--- src/rtl/acquisition_burst_ctrl.sv ---
// acquisition_burst_ctrl
// Run controller for the acquisition sequencer: keeps the sequencer in reset
// while idle, releases it on a trigger for a burst of ADC samples, and
// captures each sample with its sequence index into a first-word
// fall-through FIFO that the MCU drains through register reads.
module acquisition_burst_ctrl #(
  parameter int DEPTH  = 8,
  parameter int DATA_W = 24
) (
  input  logic                     clk,
  input  logic                     reset,
  input  logic                     arm_i,
  input  logic                     trig_i,
  input  logic                     abort_i,
  input  logic [15:0]              p_burst_n_i,
  input  logic                     adc_measure_valid_i,
  input  logic [DATA_W-1:0]        adc_count_i,
  input  logic [2:0]               sample_idx_last_i,
  input  logic                     rd_en_i,
  output logic                     seq_reset_no,
  output logic                     busy_o,
  output logic                     done_o,
  output logic [31:0]              fifo_data_o,
  output logic                     fifo_empty_o,
  output logic                     fifo_full_o,
  output logic [$clog2(DEPTH):0]   fifo_level_o,
  output logic                     overflow_o,
  output logic [15:0]              sample_cnt_o
);

  localparam int AW = $clog2(DEPTH);
  localparam int LW = AW + 1;

  typedef enum logic [1:0] {
    ST_IDLE  = 2'd0,
    ST_ARMED = 2'd1,
    ST_RUN   = 2'd2
  } state_e;

  state_e          state_q, state_d;
  logic            seq_reset_n_q, seq_reset_n_d;
  logic            busy_q, busy_d;
  logic            done_q, done_d;
  logic            overflow_q, overflow_d;
  logic [15:0]     sample_cnt_q, sample_cnt_d;
  logic [15:0]     burst_n_q, burst_n_d;
  logic            cap_pend_q, cap_pend_d;
  logic [AW-1:0]   wr_ptr_q, wr_ptr_d;
  logic [AW-1:0]   rd_ptr_q, rd_ptr_d;
  logic [LW-1:0]   level_q, level_d;
  logic            empty_q, empty_d;
  logic            full_q, full_d;

  logic [31:0]     mem_q [DEPTH];

  logic            clear_s;
  logic            pop_s;
  logic            mem_we_s;
  logic [15:0]     sample_cnt_inc_s;
  logic [31:0]     push_word_s;

  // A capture is one cycle behind the valid pulse: that is when the index
  // from the sequencer has been updated, while the count is still held.
  assign sample_cnt_inc_s = sample_cnt_q + 16'd1;
  assign pop_s            = rd_en_i && !empty_q;

  // Assemble the FIFO word: index on top, count at the bottom, zero between.
  always_comb begin
    push_word_s                = 32'd0;
    push_word_s[DATA_W-1:0]    = adc_count_i;
    push_word_s[31:29]         = sample_idx_last_i;
  end

  // Run-state sequencing: abort beats arm, arm beats trigger.
  always_comb begin
    state_d       = state_q;
    seq_reset_n_d = seq_reset_n_q;
    busy_d        = busy_q;
    done_d        = 1'b0;
    burst_n_d     = burst_n_q;
    clear_s       = 1'b0;
    // Valid is only honoured while running; the tail capture may land in IDLE.
    cap_pend_d    = (state_q == ST_RUN) && adc_measure_valid_i;
    if (abort_i) begin
      state_d       = ST_IDLE;
      seq_reset_n_d = 1'b0;
      busy_d        = 1'b0;
    end else begin
      case (state_q)
        ST_IDLE: begin
          if (arm_i) begin
            state_d = ST_ARMED;
            clear_s = 1'b1;
          end else begin
            state_d = ST_IDLE;
          end
        end
        ST_ARMED: begin
          if (arm_i) begin
            clear_s = 1'b1;
          end else if (trig_i) begin
            state_d       = ST_RUN;
            seq_reset_n_d = 1'b1;
            busy_d        = 1'b1;
            burst_n_d     = p_burst_n_i;
          end else begin
            state_d = ST_ARMED;
          end
        end
        ST_RUN: begin
          if (cap_pend_q && (burst_n_q != 16'd0) && (sample_cnt_inc_s == burst_n_q)) begin
            state_d       = ST_IDLE;
            seq_reset_n_d = 1'b0;
            busy_d        = 1'b0;
            done_d        = 1'b1;
          end else begin
            state_d = ST_RUN;
          end
        end
        default: begin
          state_d       = ST_IDLE;
          seq_reset_n_d = 1'b0;
          busy_d        = 1'b0;
        end
      endcase
    end
  end

  // FIFO bookkeeping: push/pop pointers, exact occupancy and sticky overflow.
  always_comb begin
    wr_ptr_d     = wr_ptr_q;
    rd_ptr_d     = rd_ptr_q;
    level_d      = level_q;
    overflow_d   = overflow_q;
    sample_cnt_d = sample_cnt_q;
    mem_we_s     = 1'b0;
    if (clear_s) begin
      wr_ptr_d     = {AW{1'b0}};
      rd_ptr_d     = {AW{1'b0}};
      level_d      = {LW{1'b0}};
      overflow_d   = 1'b0;
      sample_cnt_d = 16'd0;
    end else begin
      if (cap_pend_q) begin
        sample_cnt_d = sample_cnt_inc_s;
        // A simultaneous pop frees the slot, so only a full FIFO with no pop drops.
        if (full_q && !pop_s) begin
          overflow_d = 1'b1;
        end else begin
          mem_we_s = 1'b1;
        end
      end else begin
        sample_cnt_d = sample_cnt_q;
      end
      if (mem_we_s) begin
        wr_ptr_d = wr_ptr_q + AW'(1);
      end else begin
        wr_ptr_d = wr_ptr_q;
      end
      if (pop_s) begin
        rd_ptr_d = rd_ptr_q + AW'(1);
      end else begin
        rd_ptr_d = rd_ptr_q;
      end
      case ({mem_we_s, pop_s})
        2'b10:   level_d = level_q + LW'(1);
        2'b01:   level_d = level_q - LW'(1);
        default: level_d = level_q;
      endcase
    end
    empty_d = (level_d == LW'(0));
    full_d  = (level_d == LW'(DEPTH));
  end

  // State and status registers; reset returns everything to idle/empty.
  always_ff @(posedge clk) begin
    if (reset) begin
      state_q       <= ST_IDLE;
      seq_reset_n_q <= 1'b0;
      busy_q        <= 1'b0;
      done_q        <= 1'b0;
      overflow_q    <= 1'b0;
      sample_cnt_q  <= 16'd0;
      burst_n_q     <= 16'd0;
      cap_pend_q    <= 1'b0;
      wr_ptr_q      <= {AW{1'b0}};
      rd_ptr_q      <= {AW{1'b0}};
      level_q       <= {LW{1'b0}};
      empty_q       <= 1'b1;
      full_q        <= 1'b0;
    end else begin
      state_q       <= state_d;
      seq_reset_n_q <= seq_reset_n_d;
      busy_q        <= busy_d;
      done_q        <= done_d;
      overflow_q    <= overflow_d;
      sample_cnt_q  <= sample_cnt_d;
      burst_n_q     <= burst_n_d;
      cap_pend_q    <= cap_pend_d;
      wr_ptr_q      <= wr_ptr_d;
      rd_ptr_q      <= rd_ptr_d;
      level_q       <= level_d;
      empty_q       <= empty_d;
      full_q        <= full_d;
    end
  end

  // Storage array; contents need no reset because empty masks the read.
  always_ff @(posedge clk) begin
    if (mem_we_s && !reset) begin
      mem_q[wr_ptr_q] <= push_word_s;
    end
  end

  assign seq_reset_no = seq_reset_n_q;
  assign busy_o       = busy_q;
  assign done_o       = done_q;
  assign overflow_o   = overflow_q;
  assign sample_cnt_o = sample_cnt_q;
  assign fifo_empty_o = empty_q;
  assign fifo_full_o  = full_q;
  assign fifo_level_o = level_q;
  assign fifo_data_o  = empty_q ? 32'd0 : mem_q[rd_ptr_q];

endmodule

--- config.mk ---
export PLATFORM = sky130hd
export DESIGN_NAME = acquisition_burst_ctrl
export DESIGN_NICKNAME = d
export VERILOG_FILES = /design/src/rtl/acquisition_burst_ctrl.sv
export SDC_FILE = /design/constraint.sdc
export NUM_CORES = 1
export LEC_CHECK = 0
export CORE_UTILIZATION = 61
export CTS_BUF_LIST = sky130_fd_sc_hd__clkbuf_4 sky130_fd_sc_hd__clkbuf_8 sky130_fd_sc_hd__clkbuf_16
export DETAILED_ROUTE_END_ITERATION = 6
export PLACE_DENSITY = 0.84
export SYNTH_ARGS = -nofsm -noshare
export SYNTH_HDL_FRONTEND = slang
export SYNTH_SLANG_ARGS = --single-unit
--- constraint.sdc ---
create_clock -name clk -period 8.15 [get_ports clk]
set_input_delay 1.63 -clock clk [delete_from_list [all_inputs] [get_ports clk]]
set_output_delay 1.63 -clock clk [all_outputs]
set_load 0.01 [all_outputs]
==> impl_results.md, run 1 <==
- Status: finished, final reports clean
- CTS tree: yes
- Most frequent cells in the layout: edfxtp_1 (216), clkdlybuf4s50_1 (102), nor2_1 (62)
- Most common cell after layout, fill and taps aside: edfxtp_1
- Vias in the first global route: around 6,500
- Ant diodes: 0
- Cells after Synth: 692
- Max VDD drop: 0.000171 V
- ANT nets after route: 0
- Port buffer count: 102
- Routed WL: about 23,000 um
- DIE AREA: roughly 19,000 sq um
- Sequential share of the synthesized area: 68.9%
- Max-cap violations: 0
- Drt pass-1 iters: 5
- Data arrival, critical path: 3120 ps
- Largest net degree at the start of global routing: 55
- Post-CTS setup buffers: 0
- RSZ-0062 raised after global routing: false
- Initial antenna violation count: 0
- Tmin final: between 4000 and 5000 ps
- Final setup viols: 0
- Power Density: about 210 nW/um^2
- GR Layer Usage met2: 46.7%
- Leakage: 4.14 nW
- Die Y: 136 um
- Grt met3 use: about 4%
- Synthesized area per cell: roughly 16 sq um
- Deepest clock path buffer count: 3
- First-pass GRT wire length: roughly 36,000 um
- Total design power: ~0.0028 W
- GRT busiest layer: met2
- Max Freq: about 0.21 GHz
- Met1 usage: 33.5%
- Core box area: between 15,000 and 20,000 sq um
- Area fraction of the dominant cell type after synthesis: 59.2%
- Setup TNS: 0 ps
- Area growth syn-to-layout: 19.0%
- Grt total ovfl: 0
- Initial drt markers: around 400
- I/O pins: 108
- CP peak stage delay: 1060 ps
- Synthesis warning total: 0
- Synth area leader: edfxtp_1
- Max-slew headroom: 28.2%
- Share of cells above drive strength 1: around 15%
- Crit-path cells: mux4_2 -> mux2i_1 -> nor2_1 -> clkdlybuf4s50_1
- Share of synthesized registers carrying an async set or reset: 0%
- CTS H-tree depth: 1
- Startpoint Class: flip-flop
- # nets final: 850
- Post-Syn Area: about 11,000 sq um
- Sinks on Clock Net: about 270
- Placed cell area: about 12,000 sq um
- Worst-Skew Late Latency: about 530 ps
- Fin. Hold Viols: 0
- Overall fraction of global-route tracks in use: 26.3%
- Fin. max-slew vios: 0
- GP Congestion: around 0.87
- Number of synthesized flops with an enable pin: 216
- Initial Util: approximately 63%
- Wire per inst: 22.6 um
- Row count: 48
- Post-route DRC: 0
- Cts bufs inserted: 26
- Vias: 6,358
- Area contributors post-synth: edfxtp_1 (59%), mux4_2 (11%), dfxtp_1 (9.7%), mux2i_1 (2.6%), nor2_1 (2.3%)
- Fin area: between 10,000 and 15,000 sq um
- Crit end category: output pin
- Ys flop type: edfxtp_1
- Setup CP Type: flip-flop to output pin
- Detailed Place HPWL: roughly 14,000 um
- Hold Crit Class: flip-flop to flip-flop
- #FFs+latches synth: 269
- Reg clk slew, reported paths: roughly 60 ps
- Slowest CP cell: dfxtp_4
- Post_cts resized: 0
- Vias per cell: a little over 6
- Worst-path maximum fanout: 54
- Required @ worst endpoint: around 6500 ps
- Worst Max-Slew Pin Slew: 1080 ps
- Die span in x: 136 um
- Final Cycle Share: approximately three fifths
- Root Buffer: clkbuf_16
- Post-CTS Hold Fix Bufs: 0
- Worst Clk Skew: around 14 ps
- Post-synthesis cell type count: 49
[per-stage QoR]
step                      hold WS, ps  cells  util (%)  worst slack [ps]
after floorplan                   454    696         -              3460
after global placement            459    991      69.9              3440
after detailed placement          472    991      69.9              3360
after CTS                         485   1037      74.9              3310
after global routing              519   1037      74.9              3210
final                             485   1037      74.9              3400
[path summary, 6_finish.rpt]
kind	from	endpoint	slack (ps)	depth (start not counted)
max reg2reg	sample_cnt_o[0]$_SDFFE_PP0P_	busy_o$_SDFFE_PP0P_	5310	7
max	flip-flop	fifo_data_o[4]	3400	4
min reg2reg	burst_n_q[10]$_SDFFE_PP0P_	burst_n_q[10]$_SDFFE_PP0P_	480	2
min	burst_n_q[10]$_SDFFE_PP0P_	burst_n_q[10]$_SDFFE_PP0P_	480	2
[registers in the layout (all words and copies together), names as in the netlist, named ones only]
| register | cells |
|---|---|
| mem_q | 216 |
| burst_n_q | 16 |
| sample_cnt_o | 16 |
| fifo_level_o | 4 |
| rd_ptr_q | 3 |
| wr_ptr_q | 3 |
| state_q | 2 |
| busy_o | 1 |
| cap_pend_q | 1 |
| done_o | 1 |
| fifo_empty_o | 1 |
| fifo_full_o | 1 |
| overflow_o | 1 |
[cells by family (layout without fill, tap and decap cells)]
logic type      count (synthesis)  in the layout  synth area share (%)
flops                         269            269                  68.9
simple gates                  190            190                  8.05
mux                            83             83                  13.7
compound gates                 53             53                  3.00
buf+inv                        48            164                  2.18
xor+xnor                       42             42                  3.43
fa+ha+maj                       6              6                 0.685
other cells                     1              5                0.0342
[synth_stat cells, types with 3 or more instances]
master	instances
mux4_2	54
nand3_1	13
nor4_1	6
xnor2_1	16
inv_1	4
and3_1	7
buf_4	7
a21oi_1	28
dfxtp_1	53
nor2_1	68
edfxtp_1	216
mux2i_1	29
nand3b_1	4
clkbuf_1	20
nor3_1	7
buf_6	3
buf_1	6
nand4_1	7
nand2b_1	9
xor2_1	25
o22ai_1	4
or3_1	6
o21ai_0	6
ha_1	6
nand2_1	53
buf_2	8
[area by class of cell]
cell class                 instances  area, sq um
sequential                       269         7550
fill                            1024         4380
multi-input combinational        379         3210
timing repair buffer             114         1110
clock buffer                      36          743
tap                              225          282
clock inverter                    10          125
inverter                           4         15.0
[critical path: cells and delay by family (launching register included)]
family                 cells  cell delay (ps)
DFF                        1             1060
muxes                      2              910
buffers and inverters      1              520
and+or+nand+nor            1               90
[power by group]
part / internal [W] / switching (W) / leakage [nW]
registers: 0.00148 / 0.00000134 / 2.37
logic: 0.0000248 / 0.0000269 / 1.34
clock network: 0.000730 / 0.000488 / 0.433
[metal layers]
layer / vias to the layer above / share of wire [%] / wire length, um
met5: - / 0 / 0
met4: 0 / 2.3 / 528
met3: 45 / 6.8 / 1590
met2: 295 / 53 / 12300
met1: 3186 / 38 / 8980
li1: 2832 / - / -
(Power assumes the default switching activity.)
==> inputs of run 2 (changes only) <==
Settings changed: CORE_UTILIZATION 61 to 57, PLACE_DENSITY 0.84 to 0.8.
Clock period 8.15 ns to 4.7 ns, I/O delays scaled along.
==> run 2 against run 1 <==
Compared with the run above: first-iteration DRC count increased by 13%; register-to-register slack got worse by 3300 ps; core utilization decreased by 4.3 points; count of clock-buffer cells in the layout unchanged; worst setup slack got worse by 2600 ps; non-clock buffer count increased by 4; critical endpoint is now fifo_data_o[15].
==> impl_results.md, run 2 (synthesis results as in run 1) <==
- Sinks on Clock Net: 269 (unchanged)
- Most common cell after layout, fill and taps aside: edfxtp_1 (unchanged)
- Cts bufs inserted: 26 (unchanged)
- Vias per cell: 5.99 (was 6.13)
- Power Density: 371 nW/um^2 (was 211 nW/um^2)
- Post_cts resized: 0 (unchanged)
- Post-Place Setup Slack: 1110 ps (was 3360 ps)
- Crit end category: output pin (unchanged)
- Leakage: 4.21 nW (was 4.14 nW)
- Vias: 6,306 (was 6,358)
- Max VDD drop: 0.000272 V (was 0.000171 V)
- Reg clk slew, reported paths: 60 ps (about the same)
- Crit-path cells: buf_12 -> mux4_2 -> mux2i_1 -> nor2_1 -> clkdlybuf4s50_1 (was mux4_2 -> mux2i_1 -> nor2_1 -> clkdlybuf4s50_1)
- CTS H-tree depth: 1 (unchanged)
- ANT nets after route: 0 (unchanged)
- Setup TNS: 0 ps (unchanged)
- # nets final: 854 (was 850)
- Placed cell area: 12,300 sq um (was 12,200 sq um)
- First-pass GRT wire length: 35,900 um (was 36,200 um)
- Worst setup slack after layout: 817 ps (was 3400 ps)
- Post-CTS setup buffers: 0 (unchanged)
- Startpoint Class: flip-flop (unchanged)
- Post-CTS Hold Fix Bufs: 0 (unchanged)
- Drt pass-1 iters: 7 (was 5)
- Die Y: 141 um (was 136 um)
- Slowest CP cell: dfxtp_4 (unchanged)
- CP peak stage delay: 810 ps (was 1060 ps)
- Tmin final: a little under 4000 ps
- Root Buffer: clkbuf_16 (unchanged)
- Hold Crit Class: flip-flop to flip-flop (unchanged)
- Final Cycle Share: 82.6%
- Port buffer count: 102 (unchanged)
- Row count: 50 (was 48)
- Final setup viols: 0 (unchanged)
- Deepest clock path buffer count: 3 (unchanged)
- Setup CP Type: flip-flop to output pin (unchanged)
- Grt total ovfl: 0 (unchanged)
- Required @ worst endpoint: 3760 ps (was 6520 ps)
- RSZ-0062 raised after global routing: false (unchanged)
- Share of cells above drive strength 1: 16.0% (was 15.4%)
- Detailed Place HPWL: 14,100 um (was 14,000 um)
- Wire per inst: 21.6 um (was 22.6 um)
- Max-cap violations: 0 (unchanged)
- Most frequent cells in the layout: edfxtp_1 (216), clkdlybuf4s50_1 (102), nor2_1 (62) (unchanged)
- Worst hold margin: 499 ps (was 485 ps)
- Worst Clk Skew: 6.60 ps (was 14.4 ps)
- Area growth syn-to-layout: 20.8% (was 19.0%)
- Die span in x: 141 um (was 136 um)
- Routed WL: 22,700 um (was 23,400 um)
- Fin area: 13,200 sq um (was 13,000 sq um)
- Initial Util: 58.4% (was 62.9%)
- Max-slew headroom: 32.7% (was 28.2%)
- Largest register by flop count: mem_q (unchanged)
- Largest net degree at the start of global routing: 35 (was 55)
- Overall fraction of global-route tracks in use: 23.9% (was 26.3%)
- Largest register FFs: 216 (unchanged)
- CTS tree: yes (unchanged)
- Initial antenna violation count: 0 (unchanged)
- Worst Max-Slew Pin Slew: 1010 ps (was 1080 ps)
- Worst-path maximum fanout: 34 (was 54)
- Post-route DRC: 0 (unchanged)
- Worst-Skew Late Latency: 530 ps (about the same)
- I/O pins: 108 (unchanged)
- Fin. Hold Viols: 0 (unchanged)
- Status: finished, final reports clean (unchanged)
- Hold Crit Depth: 2 (unchanged)
- Ant diodes: 0 (unchanged)
- Initial drt markers: 452 (was 401)
- Data arrival, critical path: 2940 ps (was 3120 ps)
- GP Congestion: 0.828 (was 0.873)
- Max Freq: 0.258 GHz
- DIE AREA: 19,800 sq um (was 18,500 sq um)
- Fin. max-slew vios: 0 (unchanged)
- Reg2Reg Depth: 10 (was 7)
- Core box area: 18,800 sq um (was 17,400 sq um)
- Vias in the first global route: 6,516 (was 6,548)
[run 2: cell count changes in the layout (fill, tap and decap cells not counted), sizes merged]
cell	previous run	this run
buf	12	16
bufinv	3	5
[run 2: critical path: cells and delay by family, from the launching register on]
family	cells	cell delay, ps
mux	2	720
buf+inv	2	790
flops	1	810
simple gates	1	90
[run 2: area by class of cell]
type | count | area [sq um]
timing repair buffer | 118 | 1180
multi-input combinational | 379 | 3240
sequential | 269 | 7550
inverter | 4 | 15.0
fill | 1160 | 5530
clock inverter | 12 | 199
tap | 234 | 293
clock buffer | 36 | 757
[run 2: power breakdown]
group	internal (W)	switching [W]	leakage (nW)	total (W)
combinational	0.0000438	0.0000486	1.37	0.0000924
clock	0.00140	0.000842	0.470	0.00224
sequential	0.00257	0.00000236	2.37	0.00257
total	0.00401	0.000893	4.21	0.00491
[run 2: worst paths after layout]
check	end	startpoint	slack, ps
hold / removal	burst_n_q[5]$_SDFFE_PP0P_	burst_n_q[5]$_SDFFE_PP0P_	500
hold reg to reg	burst_n_q[5]$_SDFFE_PP0P_	burst_n_q[5]$_SDFFE_PP0P_	500
setup reg to reg	fifo_empty_o$_SDFF_PP1_	cap_pend_q$_SDFF_PP0_	1980
setup / recovery	fifo_data_o[15]	flip-flop	820
[run 2: per-layer routing]
layer | global-route usage (%) | part of all wire, % | up-vias
met5 | 0 | 0 | -
li1 | - | - | 2837
met1 | 31.5 | 41 | 3206
met3 | 3.57 | 5.7 | 30
met2 | 41.6 | 52 | 233
met4 | 6.98 | 1.9 | 0
[run 2: per-stage QoR]
| step | utilization [%] | total power [W] | instances |
|---|---|---|---|
| 5_1_grt | 70.5 | 0.00503 | 1052 |
| 3_3_place_gp | 65.4 | 0.00271 | 1004 |
| 2_1_floorplan | - | 0.00264 | 696 |
| 6_report | 70.5 | 0.00491 | 1052 |
| 3_5_place_dp | 65.4 | 0.00271 | 1004 |
| 4_1_cts | 70.5 | 0.00494 | 1052 |
